<file path="src/rtl/mips_pkg.sv">
// Shared types for the MIPS core: machine word, reset vector and the
// fetch entry carried from the fetch unit to the datapath.
package mips_pkg;

    typedef logic [31:0] word_t;

    localparam word_t RESET_PC_DEFAULT = 32'h0000_0000;

    typedef struct packed {
        word_t pc;
        word_t instr;
    } fetch_entry_t;

endpackage

</file>
<file path="src/rtl/fetch_fifo.sv">
// Synchronous FIFO of fetch entries with push, pop, clear and occupancy count.
// Clear dominates push and pop; DEPTH must be a power of two.
module fetch_fifo
    import mips_pkg::*;
#(
    parameter int unsigned DEPTH = 4,
    localparam int unsigned CW = $clog2(DEPTH + 1),
    localparam int unsigned PW = $clog2(DEPTH)
) (
    input  logic         clk,
    input  logic         rst_n,
    input  logic         push,
    input  fetch_entry_t push_data,
    input  logic         pop,
    input  logic         clear,
    output fetch_entry_t head,
    output logic [CW-1:0] count
);

    fetch_entry_t mem [DEPTH];
    logic [PW-1:0] wr_ptr;
    logic [PW-1:0] rd_ptr;

    always_ff @(posedge clk) begin
        if (push && !clear) begin
            mem[wr_ptr] <= push_data;
        end
    end

    always_ff @(posedge clk) begin
        if (!rst_n || clear) begin
            wr_ptr <= '0;
            rd_ptr <= '0;
            count  <= '0;
        end else begin
            if (push) begin
                wr_ptr <= wr_ptr + PW'(1);
            end
            if (pop) begin
                rd_ptr <= rd_ptr + PW'(1);
            end
            count <= count + CW'(push) - CW'(pop);
        end
    end

    assign head = mem[rd_ptr];

endmodule

</file>
<file path="src/rtl/instr_fetch_unit.sv">
// Fetch front-end: credit-limited sequential word fetches, in-order response
// buffering with PCs, and redirect handling that discards stale responses.
module instr_fetch_unit
    import mips_pkg::*;
#(
    parameter int unsigned DEPTH    = 4,
    parameter word_t       RESET_PC = RESET_PC_DEFAULT
) (
    input  logic        clk,
    input  logic        rst_n,
    output logic        imem_req,
    output logic [31:0] imem_addr,
    input  logic        imem_ready,
    input  logic        imem_rvalid,
    input  logic [31:0] imem_rdata,
    output logic        instr_valid,
    output logic [31:0] instr,
    output logic [31:0] instr_pc,
    input  logic        instr_ready,
    input  logic        redirect_valid,
    input  logic [31:0] redirect_pc
);

    localparam int unsigned CW = $clog2(DEPTH + 1);
    typedef logic [CW-1:0] cnt_t;

    word_t        fetch_pc;
    word_t        resp_pc;
    word_t        redirect_word;
    cnt_t         outstanding;
    cnt_t         drop_cnt;
    cnt_t         count;
    cnt_t         out_next;
    cnt_t         drop_next;
    logic [CW:0]  used;
    logic         accept;
    logic         drop_resp;
    logic         push;
    logic         pop;
    fetch_entry_t head;

    assign used          = {1'b0, count} + {1'b0, outstanding};
    assign imem_req      = rst_n && !redirect_valid && (used < (CW + 1)'(DEPTH));
    assign imem_addr     = fetch_pc;
    assign accept        = imem_req && imem_ready;
    assign redirect_word = redirect_pc & ~32'h3;
    assign instr_valid   = (count != '0);
    assign pop           = instr_valid && instr_ready;
    assign instr         = instr_valid ? head.instr : '0;
    assign instr_pc      = instr_valid ? head.pc : '0;

    // On redirect every request still in flight is stale, already-pending
    // drops included, so the discard count becomes the post-cycle outstanding.
    always_comb begin
        drop_resp = imem_rvalid && (drop_cnt != '0);
        push      = imem_rvalid && !drop_resp && !redirect_valid;
        out_next  = outstanding + cnt_t'(accept) - cnt_t'(imem_rvalid);
        drop_next = drop_resp ? drop_cnt - cnt_t'(1) : drop_cnt;
        if (redirect_valid) begin
            drop_next = out_next;
        end
    end

    always_ff @(posedge clk) begin
        if (!rst_n) begin
            fetch_pc    <= RESET_PC;
            resp_pc     <= RESET_PC;
            outstanding <= '0;
            drop_cnt    <= '0;
        end else begin
            outstanding <= out_next;
            drop_cnt    <= drop_next;
            if (redirect_valid) begin
                fetch_pc <= redirect_word;
                resp_pc  <= redirect_word;
            end else begin
                if (accept) begin
                    fetch_pc <= fetch_pc + 32'd4;
                end
                if (push) begin
                    resp_pc <= resp_pc + 32'd4;
                end
            end
        end
    end

    fetch_fifo #(
        .DEPTH(DEPTH)
    ) u_fifo (
        .clk      (clk),
        .rst_n    (rst_n),
        .push     (push),
        .push_data('{pc: resp_pc, instr: imem_rdata}),
        .pop      (pop),
        .clear    (redirect_valid),
        .head     (head),
        .count    (count)
    );

    rvalid_needs_outstanding: assert property (
        @(posedge clk) disable iff (!rst_n) imem_rvalid |-> (outstanding != '0)
    );

endmodule

</file>
<file path="config.mk">
export PLATFORM = sky130hd
export DESIGN_NAME = instr_fetch_unit
export DESIGN_NICKNAME = d
export VERILOG_FILES = /design/src/rtl/mips_pkg.sv /design/src/rtl/fetch_fifo.sv /design/src/rtl/instr_fetch_unit.sv
export SDC_FILE = /design/constraint.sdc
export NUM_CORES = 1
export LEC_CHECK = 0
export ABC_AREA = 1
export ABC_CLOCK_PERIOD_IN_PS = 8900
export BUFFER_PORTS_ARGS = -buffer_cell sky130_fd_sc_hd__buf_2
export CAP_MARGIN = 5
export CORE_MARGIN = 5
export CORE_UTILIZATION = 60
export CTS_BUF_LIST = sky130_fd_sc_hd__clkbuf_16
export DETAILED_ROUTE_END_ITERATION = 10
export PLACE_DENSITY = 0.82
export SLEW_MARGIN = 20
export SYNTH_ARGS = -nofsm -noshare
export SYNTH_HDL_FRONTEND = slang
export SYNTH_SLANG_ARGS = --single-unit
</file>
<file path="constraint.sdc">
create_clock -name clk -period 8.9 [get_ports clk]
set_clock_uncertainty 0.15 [all_clocks]
set_input_delay 0.89 -clock clk [delete_from_list [all_inputs] [get_ports clk]]
set_output_delay 0.89 -clock clk [all_outputs]
set_load 0.01 [all_outputs]
</file>
==> flow_summary.yaml <==
run_status:
  status: "finished, final reports clean"
setup_path:
  timing.rr.start: "drop_cnt[0]"
  rr_worst_depth: 7
  cpPeakStageDelay_ns: 0.60
  worstPathMaxFanout: 50
  cpLargestDelayFamily: "simple AND/OR/NAND/NOR gates"
  path_class: "in2reg"
  crit_slowest_cell: "nor2_2"
  cp-start-kind: "input port"
  critPathRequiredTime_ns: 9.19
  path_buf_inv: 4
  r2r-end: "u_fifo.mem[3][59]"
  crit_chain: "buf_2, inv_2, nor2_2, nand2_1, nor2_4, nand2_2, ha_1, inv_1, ha_1, inv_1, fa_1, xnor2_1, xor2_1, nand2_1, nand2_1, a21oi_1"
  r2r_slack_ns: 5.04
  worstSetupEndpointType: "flop"
  cpMostUsedCell: "nand2_1"
  worstPathArrival_ns: 4.63
layout:
  nNetsFinal: 1771
  drive_gt1_share_pct: 13.75
  num-fill-cells: 1746
  antenna_cells: 0
  finalNonFillerCells: 2028
  utilization_pct: 69.70
  fin_area_sq_mm: 0.01646
  area_growth_pct: 13.97
clock_network:
  insertion_delay_ns: 0.55
  cts_root_buffer: "clkbuf_16"
  cts.hold.buffers_added: 0
  clk_path_buf_depth: 3
  cts_resized: 0
  cts_sinks: 323
  cts_tree: "done"
  clkTransAtPathRegs_ns: 0.06
  htree_levels: 1
  cts_buffers: 31
  post_cts_buffers: 0
power_and_ir_drop:
  ir_worst_vdd_uv: 142.3
  total_power_mw: 3.334
  pwr_density_cell_mw_per_mm2: 202.6
  p_leak_nw: 6.353
sta:
  finalHoldViolCount: 0
  period_minus_slack_ns: 4.339
  finalCritPeriodShare_pct: 48.75
  setup_viol: 0
  slew_headroom_pct: 34.81
  slew_viol_final: 0
  hold_ws_ns: 0.3265
  tns_ns: 0
  clock.fmax_mhz: 230.5
  tightest_slew_ns: 0.9764
  setup_slack_ns: 4.561
  grt_setup_unrepaired: "false"
placed_design:
  dp_hpwl_mm: 21.05
  port_buffers: 161
  pre_cts_slack_ns: 4.140
  gp_congestion: 0.9573
  place_area_sq_mm: 0.01546
  place_inst: 1971
routing:
  ant_nets: 0
  wl_mm: 34.59
  via_count: 11440
  post_drt_via_cell_ratio: 5.641
  wl_per_cell_um: 17.05
  drtIter0Drc: 1065
  drtPass1Iterations: 5
  drc: 0
yosys:
  synth-simple-area-share_pct: 19.30
  ys_seq_area_share_pct: 61.96
  synth_top_family_by_area: "simple AND/OR/NAND/NOR gates"
  synth.distinct_cells: 38
  ys.warnings.count: 0
  netlist_area_sq_mm: 0.01444
  synth_fa_ha_area_share_pct: 1.490
  synth_xor_area_share_pct: 1.092
  synth_compound_area_share_pct: 11.04
  synth_cells: 1549
  ys_ff_latch: 323
  syn_avg_cell_area_sq_um: 9.323
  muxShareOfSynthArea_pct: 0
min_path:
  holdCritPathClass: "reg2reg"
  hold_path_depth: 1
  hp-start: "u_fifo.rd_ptr[0]"
floorplan:
  pin_count: 168
  coreArea_sq_mm: 0.02361
  rows: 56
  start_util_pct: 61.16
  fp.dieH_um: 165.1
  die-area_sq_mm: 0.02727
  fp.dieW_um: 165.1
grt:
  grt_use_total_pct: 24.82
  grt-ovfl-total: 0
  grt_pass1_wl_mm: 54.10
  grt_pass1_vias: 11060
  grt_max_degree: 113
  antenna_found_initial: 0
job:
  drv_cap: 0
==> synthesized netlist by cell type <==
master | n | area [sq um]
buf_4 | 7 | 52.55
nor3_2 | 1 | 10.01
dfxtp_1 | 75 | 1501
xnor2_1 | 10 | 87.58
ha_1 | 14 | 175.2
nor2_2 | 4 | 25.02
nor2_4 | 1 | 11.26
a221oi_1 | 1 | 8.760
o22ai_1 | 1 | 6.260
buf_6 | 1 | 11.26
nor2_1 | 356 | 1336
o31ai_1 | 1 | 7.510
o211ai_1 | 2 | 15.01
a21oi_1 | 121 | 605.6
nand4_1 | 7 | 43.79
nand3b_1 | 1 | 7.510
conb_1 | 1 | 3.750
or2_0 | 1 | 6.260
inv_2 | 4 | 15.01
nand2_2 | 2 | 12.51
nand3_1 | 75 | 375.4
xor2_1 | 8 | 70.07
o21bai_1 | 4 | 30.03
o21ai_0 | 169 | 845.8
clkinv_1 | 2 | 7.510
fa_1 | 2 | 40.04
inv_1 | 107 | 401.6
and2_1 | 1 | 6.260
nand2_1 | 241 | 904.6
edfxtp_1 | 248 | 7447
buf_2 | 11 | 55.05
a31oi_1 | 12 | 75.07
nor3b_1 | 1 | 7.510
clkbuf_1 | 46 | 172.7
nor3_1 | 3 | 15.01
or2_2 | 1 | 6.260
buf_1 | 5 | 18.77
nand3_2 | 2 | 20.02
==> worst register-to-register path, delay by kind of cell, from the launching register on <==
kind                     cells  cell delay [ns]
flip-flops                   1             0.31
adder cells (fa/ha/maj)      1             0.19
buffers and inverters        3             1.20
AND/OR/NAND/NOR              3             1.61
==> metal layers <==
layer  up-vias  track usage [%]  part of all wire [%]
met5         -                0                     0
met4         0            8.771                   2.6
met3        75            4.641                   9.8
met2       578            41.74                    48
met1      5310            32.52                    40
li1       5477                -                     -
==> layout by cell type, fill, tap and decap left out, types with 2 or more instances in the layout <==
cell / n
a21oi_1: 121
a31oi_1: 12
buf_2: 161
buf_4: 8
bufinv_16: 4
clkbuf_16: 31
clkinv_1: 7
clkinv_2: 5
clkinvlp_4: 2
conb_1: 4
dfxtp_1: 73
edfxtp_1: 248
fa_1: 2
ha_1: 14
inv_1: 115
inv_2: 4
nand2_1: 241
nand2_2: 2
nand3_1: 75
nand3_2: 2
nand4_1: 7
nor2_1: 352
nor2_2: 4
nor2_4: 5
nor3_1: 3
o211ai_1: 2
o21ai_0: 169
o21bai_1: 4
xnor2_1: 10
xor2_1: 8
==> state kept, by name, indices dropped and copies added, names as in the netlist, named ones only <==
| signal | count |
|---|---|
| u_fifo.mem | 248 |
| resp_pc | 30 |
| u_fifo.rd_ptr | 2 |
| imem_addr | 30 |
| u_fifo.count | 3 |
| u_fifo.wr_ptr | 2 |
| drop_cnt | 3 |
| outstanding | 3 |
==> report_power, final <==
part,total [mW],switching [mW],internal [mW]
sequential,1.73,0.0512,1.68
combinational,0.319,0.215,0.103
clock,1.28,0.535,0.745
==> cells by family after synthesis <==
family / count (synthesis)
simple gates: 697
flops: 323
compound gates: 311
buf+inv: 183
xor+xnor: 18
fa+ha+maj: 16
other cells: 1
==> final cells by class <==
type	count	area [sq um]	share of cell area (%)
Tap cell	319	399.1	2.425
Clock buffer	31	775.7	4.713
Clock inverter	26	222.7	1.353
Timing Repair Buffer	170	877.1	5.329
Multi-Input combinational cell	1046	4806	29.20
Inverter	113	424.2	2.577
Sequential cell	323	8954	54.40
==> worst max-delay path by stage <==
stage                           start               end  slack (ns)  cells after the start
after global routing            rst_n       drop_cnt[2]        4.32                     16
after global placement          rst_n       drop_cnt[2]        4.23                     16
after CTS                       rst_n       drop_cnt[2]        4.64                     16
after floorplan           imem_rvalid  u_fifo.mem[0][0]        4.21                      4
final                           rst_n       drop_cnt[2]        4.56                     16
after detailed placement        rst_n       drop_cnt[2]        4.14                     16
Power figures use the tool's default switching activity.
